## src/rtl/ysyx_lsu.sv

```systemverilog
// ysyx_lsu - load/store stage between EXU and WBU.
//
// Accepts one EXU result per prev_valid/ready_o handshake. A legal memory
// instruction issues a single aligned word access on the data bus. The
// returned word is shifted down and sign- or zero-extended for loads. The
// result is then forwarded to WBU with a valid_o/next_ready handshake.
// Non-memory instructions reach WBU one cycle after accept. Misaligned or
// illegal accesses skip the bus and are flagged on misalign_o.
//
// Ports
//   clk, rst                   clock, synchronous active-high reset
//   pc, inst, ebreak, rd       EXU payload, captured on accept
//   alu_res                    EXU result / effective address
//   wdata, funct3              store data, access size/sign
//   mem_ren, mem_wen           load / store select
//   prev_valid, ready_o        upstream handshake
//   pc_o, inst_o, ebreak_o,
//   rd_o, wb_data_o,
//   misalign_o                 payload to WBU
//   valid_o, next_ready        downstream handshake
//   mem_req_*                  word request (addr, wen, wdata, wstrb)
//   mem_rsp_valid, mem_rdata   read data / write acknowledge
//
// state | meaning
// ------+-----------------------------------------------------------
// IDLE  | ready_o=1, waiting for an EXU payload
// REQ   | bus request asserted, waiting for mem_req_ready
// WAIT  | request taken, waiting for mem_rsp_valid
// DONE  | valid_o=1, holding payload until next_ready

module ysyx_lsu #(
    parameter int BIT_W = 32
) (
    input  logic               clk,
    input  logic               rst,
    input  logic [BIT_W-1:0]   pc,
    input  logic [BIT_W-1:0]   inst,
    input  logic               ebreak,
    input  logic [4:0]         rd,
    input  logic [BIT_W-1:0]   alu_res,
    input  logic [BIT_W-1:0]   wdata,
    input  logic [2:0]         funct3,
    input  logic               mem_ren,
    input  logic               mem_wen,
    input  logic               prev_valid,
    output logic               ready_o,
    output logic [BIT_W-1:0]   pc_o,
    output logic [BIT_W-1:0]   inst_o,
    output logic               ebreak_o,
    output logic [4:0]         rd_o,
    output logic [BIT_W-1:0]   wb_data_o,
    output logic               misalign_o,
    output logic               valid_o,
    input  logic               next_ready,
    output logic               mem_req_valid,
    input  logic               mem_req_ready,
    output logic               mem_req_wen,
    output logic [BIT_W-1:0]   mem_addr,
    output logic [BIT_W-1:0]   mem_wdata,
    output logic [BIT_W/8-1:0] mem_wstrb,
    input  logic               mem_rsp_valid,
    input  logic [BIT_W-1:0]   mem_rdata
);

    typedef enum logic [1:0] {
        IDLE = 2'd0,
        REQ  = 2'd1,
        WAIT = 2'd2,
        DONE = 2'd3
    } state_t;

    state_t            state;
    logic [1:0]        addr_lo;
    logic [2:0]        funct3_q;
    logic              is_load;

    logic              accept;
    logic              acc_mem;
    logic              acc_illegal;
    logic [BIT_W/8-1:0] acc_strb;
    logic [BIT_W-1:0]  acc_wdata;
    logic [BIT_W-1:0]  rsp_shift;
    logic [BIT_W-1:0]  load_data;

    assign accept = prev_valid & ready_o & (state == IDLE);
    assign acc_mem = mem_ren | mem_wen;

    // Legality of the incoming access, and the store lane placement.
    always_comb begin
        acc_illegal = 1'b0;
        acc_strb    = '0;
        acc_wdata   = wdata << {alu_res[1:0], 3'b000};
        if (mem_ren && mem_wen) begin
            acc_illegal = 1'b1;
        end else if (mem_ren) begin
            case (funct3)
                3'b000, 3'b100: acc_illegal = 1'b0;
                3'b001, 3'b101: acc_illegal = alu_res[0];
                3'b010:         acc_illegal = |alu_res[1:0];
                default:        acc_illegal = 1'b1;
            endcase
        end else if (mem_wen) begin
            case (funct3)
                3'b000: begin
                    acc_illegal = 1'b0;
                    acc_strb    = 4'b0001 << alu_res[1:0];
                end
                3'b001: begin
                    acc_illegal = alu_res[0];
                    acc_strb    = 4'b0011 << alu_res[1:0];
                end
                3'b010: begin
                    acc_illegal = |alu_res[1:0];
                    acc_strb    = 4'b1111;
                end
                default: acc_illegal = 1'b1;
            endcase
        end
    end

    // Load alignment uses the captured address offset and size.
    always_comb begin
        rsp_shift = mem_rdata >> {addr_lo, 3'b000};
        load_data = mem_rdata;
        case (funct3_q)
            3'b000:  load_data = {{(BIT_W-8){rsp_shift[7]}}, rsp_shift[7:0]};
            3'b001:  load_data = {{(BIT_W-16){rsp_shift[15]}}, rsp_shift[15:0]};
            3'b100:  load_data = {{(BIT_W-8){1'b0}}, rsp_shift[7:0]};
            3'b101:  load_data = {{(BIT_W-16){1'b0}}, rsp_shift[15:0]};
            default: load_data = mem_rdata;
        endcase
    end

    always_ff @(posedge clk) begin
        if (rst) begin
            state         <= IDLE;
            ready_o       <= 1'b1;
            valid_o       <= 1'b0;
            misalign_o    <= 1'b0;
            pc_o          <= '0;
            inst_o        <= '0;
            ebreak_o      <= 1'b0;
            rd_o          <= '0;
            wb_data_o     <= '0;
            mem_req_valid <= 1'b0;
            mem_req_wen   <= 1'b0;
            mem_addr      <= '0;
            mem_wdata     <= '0;
            mem_wstrb     <= '0;
            addr_lo       <= '0;
            funct3_q      <= '0;
            is_load       <= 1'b0;
        end else begin
            case (state)
                IDLE: begin
                    if (accept) begin
                        ready_o    <= 1'b0;
                        pc_o       <= pc;
                        inst_o     <= inst;
                        ebreak_o   <= ebreak;
                        rd_o       <= rd;
                        addr_lo    <= alu_res[1:0];
                        funct3_q   <= funct3;
                        is_load    <= mem_ren & ~mem_wen;
                        misalign_o <= 1'b0;
                        if (!acc_mem) begin
                            wb_data_o <= alu_res;
                            valid_o   <= 1'b1;
                            state     <= DONE;
                        end else if (acc_illegal) begin
                            wb_data_o  <= '0;
                            misalign_o <= 1'b1;
                            valid_o    <= 1'b1;
                            state      <= DONE;
                        end else begin
                            mem_req_valid <= 1'b1;
                            mem_req_wen   <= mem_wen;
                            mem_addr      <= {alu_res[BIT_W-1:2], 2'b00};
                            mem_wdata     <= mem_wen ? acc_wdata : '0;
                            mem_wstrb     <= acc_strb;
                            state         <= REQ;
                        end
                    end
                end
                REQ: begin
                    if (mem_req_ready) begin
                        mem_req_valid <= 1'b0;
                        state         <= WAIT;
                    end
                end
                WAIT: begin
                    if (mem_rsp_valid) begin
                        wb_data_o <= is_load ? load_data : '0;
                        valid_o   <= 1'b1;
                        state     <= DONE;
                    end
                end
                DONE: begin
                    if (next_ready) begin
                        valid_o <= 1'b0;
                        ready_o <= 1'b1;
                        state   <= IDLE;
                    end
                end
                default: state <= IDLE;
            endcase
        end
    end

endmodule

```

## config.mk

```make
export PLATFORM = sky130hd
export DESIGN_NAME = ysyx_lsu
export DESIGN_NICKNAME = d
export VERILOG_FILES = /design/src/rtl/ysyx_lsu.sv
export SDC_FILE = /design/constraint.sdc
export NUM_CORES = 1
export LEC_CHECK = 0
export ABC_AREA = 1
export CORE_ASPECT_RATIO = 2
export CORE_MARGIN = 4
export CORE_UTILIZATION = 43
export DETAILED_ROUTE_END_ITERATION = 8
export PLACE_DENSITY = 0.81
export SYNTH_ARGS = -nofsm -noshare
export SYNTH_HDL_FRONTEND = slang
export SYNTH_SLANG_ARGS = --single-unit
```

## constraint.sdc

```tcl
create_clock -name clk -period 2.3 [get_ports clk]
set_input_delay 0.345 -clock clk [delete_from_list [all_inputs] [get_ports clk]]
set_output_delay 0.345 -clock clk [all_outputs]
set_load 0.02 [all_outputs]
```

## After elaboration in Yosys (flattened, before gate mapping)

Cells that the tools add are included.

| operators by class | value |
|---|---|
| equality and inequality tests | 17 |
| reductions and logical operators | 18 |
| bitwise operators | 6 |
| multiplexer cells | 40 |
| shift-type cells | 4 |

Operators by type and width:

| operator | number |
|---|---|
| $mux W32 | 6 |
| $pmux W32 S4 | 1 |
| $pmux W32 S2 | 1 |
| $shl A32 B5 Y32 | 1 |
| $shr A32 B5 Y16 | 1 |
| $mux W1 | 16 |
| $eq A3 B3 Y1 const B | 4 |
| $mux W2 | 6 |
| $mux W4 | 3 |
| $ne A2 B2 Y1 const B | 6 |
| $pmux W4 S3 | 1 |
| $reduce_and A4 Y1 | 3 |
| $reduce_and A5 Y1 | 2 |
| $pmux W1 S3 | 3 |
| $pmux W2 S4 | 1 |
| $eq A3 B1 Y1 const B | 2 |
| $logic_not A3 Y1 | 2 |
| $reduce_bool A2 Y1 | 3 |
| $reduce_or A2 Y1 | 3 |
| $eq A2 B2 Y1 const B | 2 |
| $pmux W1 S2 | 2 |
| $shl A1 B2 Y4 const A | 1 |
| $shl A2 B2 Y4 const A | 1 |
| $and A1 B1 Y1 | 3 |
| other kinds (10) | 11 |

| storage, ports and cells | value |
|---|---|
| input port bits | 177 |
| register bits after elaboration | 181 |
| output and inout bits | 175 |

## Depth between registers and ports, before layout

| logic depth | value |
|---|---|
| word-level depth | 9 |
| depth in mapped cells | 13 |
| mapped depth without buffers | 11 |

## Worst setup path before layout

Ideal clock, no wire load.

| timing path | value |
|---|---|
| kind | reg2reg |
| start | register state[0] |
| end | register mem_wdata[10] |
| clock period less this slack | 1.905 ns |
| path slack | 0.395 ns |
| cell stages (with the launch flop) | 12 |
| data required time | 2.168 ns |
| data arrival time | 1.772 ns |
| library setup time | 0.132 ns |
| path through | dfxtp_1 > inv_1 > ha_1 > inv_2 > nor2_2 > inv_2 > a21oi_4 > nand2_1 > buf_4 > buf_2 > nand2_1 > a21oi_1 |

| on the way | value |
|---|---|
| longest elaborated chain between the ends | 3 |

Ends and longest elaborated chain:

| what | RTL line | source |
|---|---|---|
| from (decl) | 72 | `state_t state;` |
| from (signal assigned) | 136 | `state <= IDLE;` |
| from (signal assigned) | 169 | `state <= DONE;` |
| from (signal assigned) | 174 | `state <= DONE;` |
| $logic_not A2 Y1 * | 85, 154 |  |
| $and A1 B1 Y1 | 85 | `assign accept = prev_valid & ready_o & (state == IDLE);` |
| $reduce_and A4 Y1 (no line) * | -- |  |
| to (signal assigned) | 179 | `mem_wdata <= mem_wen ? acc_wdata : '0;` |
| to (decl) | 59 | `output logic [BIT_W-1:0] mem_wdata,` |

Every way passes the cells marked *; elsewhere a longest branch is shown, timed or not.
A chain may end at the register's enable or synchronous reset.

## Final worst setup path

| timing path | value |
|---|---|
| start | register state[1] |
| end | register mem_wdata[18] |

The elaborated chain is that of the path after synthesis.

==> flow_summary.yaml <==
run_status:
  outcome: "finished, final reports clean"
timing:
  rsz0062_at_grt: "no"
  skew_ns: 0.0103
  report.final.slew_viol_count: 0
  min_period_ns: 2.02
  fmax_ghz: 0.496
  min_period_over_period_pct: 87.6
  tightestPinTransition_ns: 0.773
  slew_headroom_pct: 48.5
  finalHoldViolations: 0
  setup_violations: 0
  fin_ws_ns: 0.284
clocking:
  path_clk_slew_ns: 0.07
  cts_hold_buf: 0
  ctsHtreeMaxLevel: 4
  cts_setup_buffers: 0
  cts_buffers: 17
  cts_tree: "done"
  clk_path_buf_depth: 2
  cts_num_sinks: 181
  worstSkewPairLatency_ns: 0.42
  cts_root_buf: "clkbuf_16"
  post_cts_resized: 0
floorplan:
  die_h_um: 205
  core_area_mm2: 0.0190
  die_x_um: 107
  rows: 71
  io_pins: 352
  initial_core_util_pct: 44.0
  dieArea_mm2: 0.0219
yosys:
  yosysSeqAreaShare_pct: 43.3
  ys.flop_type: "dfxtp_1"
  avgSynthCellArea_um2: 6.82
  syn-cell-area_mm2: 0.00836
  synth_cells: 1226
  async_reset_ff_share_pct: 0
  ys_ff_latch: 181
  synth_edf_count: 0
  yosysTopAreaCellShare_pct: 43.3
  yosysTopAreaCell: "dfxtp_1"
  synth_cell_types: 31
  ys.warnings.count: 0
  synth.area.top_cells: "dfxtp_1 (43%), nor2_1 (11%), nand2_1 (10%)"
final_layout:
  area_delta_synth_final_pct: 52.3
  fin_util_pct: 67.0
  post_route_cells_drive_above_1_share_pct: 5.66
  nNetsFinal: 1726
power:
  p_leak_nw: 5.18
  power_density_mw_per_mm2: 1030
  ir_worst_vdd_uv: 656
worst_hold_path:
  hold_class: "reg2reg"
job:
  cap_violations: 0
route:
  drc: 0
  viasPerCell: 5.20
  via_count: 9424
  first_iter_violations: 575
  wl_per_cell_um: 17.7
  ant_nets: 0
  first_pass_iters: 5
  totalWireLength_um: 32000
place:
  place_congestion: 0.949
  pre_cts_slack_ns: -0.0290
  dp_hpwl_um: 23800
  port_buffers: 349
global_route:
  gr-usage-all-layers_pct: 28.7
  grt_pass1_wl_um: 49200
  grt_max_degree: 82
  grt_pass1_vias: 9302
  antenna_found_initial: 0
  overflow: 0
critical_path:
  critPathKind: "reg2reg"
  cp.required_ns: 2.65
  start_kind: "flip-flop"
  crit_path_max_fanout: 26
  worst_setup_path_end_kind: "flip-flop"
  arrival_ns: 2.36
-- report_power, final --
| group | switching [mW] | internal [mW] | total [mW] |
|---|---|---|---|
| combinational | 3.44 | 2.37 | 5.82 |
| clock | 1.28 | 1.78 | 3.05 |
| sequential | 0.383 | 3.84 | 4.22 |
| total | 5.10 | 7.99 | 13.1 |
-- area by class of cell --
type / count / area (µm²)
fillers: 1662 / 6270
multi-input cells: 876 / 4030
repair buffers: 385 / 3850
flip-flops and latches: 181 / 3620
clock buffers: 21 / 460
well taps: 255 / 319
inverters: 82 / 308
clock inverters: 10 / 145
diodes: 1 / 2.50
-- worst max-delay path, stage by stage (launching register included) --
cell and delay (ns):
dfxtp_1 0.35, inv_1 0.14, ha_1 0.33, inv_2 0.10, nor2_4 0.16, inv_2 0.08, a21oi_4 0.16, buf_4 0.17
buf_12 0.17, nand3_1 0.09, a21oi_1 0.16
-- synthesized netlist by cell type, types with 6 or more instances --
| library cell | n |
|---|---|
| dfxtp_1 | 181 |
| ha_1 | 6 |
| a21oi_1 | 96 |
| o21ai_0 | 130 |
| nand3_1 | 85 |
| nor2_1 | 242 |
| inv_1 | 75 |
| a22oi_1 | 6 |
| nand2_1 | 228 |
| clkbuf_1 | 65 |
| nand4_1 | 10 |
| o21ai_1 | 10 |
| mux2i_1 | 8 |
| buf_2 | 11 |
| o211ai_1 | 10 |
| buf_4 | 7 |
| o22ai_1 | 22 |
-- flip-flops by register name, indices dropped and copies added (netlist names), 2 cells and up --
name	count
mem_wdata	32
wb_data_o	32
mem_wstrb	4
mem_addr	30
state	2
rd_o	5
addr_lo	2
pc_o	32
funct3_q	3
inst_o	32
-- cell usage in the layout (no fill, tap or decap), types with 8 or more instances in the layout --
cell type	instances
a21oi_1	96
nand3_1	85
o21ai_0	130
dfxtp_1	181
o21ai_1	10
nand2_1	227
clkdlybuf4s50_1	348
inv_1	74
nor2_1	242
o22ai_1	22
buf_4	29
nand4_1	10
mux2i_1	8
clkbuf_16	17
o211ai_1	10
-- cell families after synthesis --
kind of cell | after synthesis | share of synthesized area, %
simple gates | 581 | 28.5
compound gates | 279 | 17.7
buf+inv | 170 | 8.56
other cells | 1 | 0.0449
fa+ha+maj | 6 | 0.898
flops | 181 | 43.3
mux | 8 | 0.958
-- through the flow --
| stage | std cells | instance area [µm²] | power, mW | TNS [ns] | hold slack, ns |
|---|---|---|---|---|---|
| finish | 1811 | 12700 | 13.1 | 0 | 0.459 |
| global placement | 1779 | 12100 | 9.96 | 0 | 0.448 |
| global route | 1810 | 12700 | 13.9 | 0 | 0.483 |
| floorplan | 1227 | 8360 | 7.58 | 0 | 0.441 |
| detailed placement | 1779 | 12100 | 10.1 | -0.0654 | 0.453 |
| CTS | 1810 | 12700 | 13.2 | 0 | 0.463 |
-- path summary, 6_finish.rpt --
path | from | endpoint | slack (ns) | depth (start not counted)
max | state[1] | mem_wdata[18] | 0.28 | 10
min | mem_wdata[7] | mem_wdata[7] | 0.46 | 2
max reg2reg | state[1] | mem_wdata[18] | 0.28 | 10
min reg2reg | mem_wdata[7] | mem_wdata[7] | 0.46 | 2
-- metal layers --
| metal | global-route usage [%] | vias to the layer above | part of all wire (%) |
|---|---|---|---|
| met5 | 0 | - | 0 |
| met4 | 17.7 | 0 | 5.8 |
| met3 | 6.59 | 89 | 6.3 |
| met2 | 51.7 | 424 | 53 |
| met1 | 29.4 | 4297 | 35 |
| li1 | - | 4614 | - |
No activity file was read; power rests on OpenSTA's default activity.
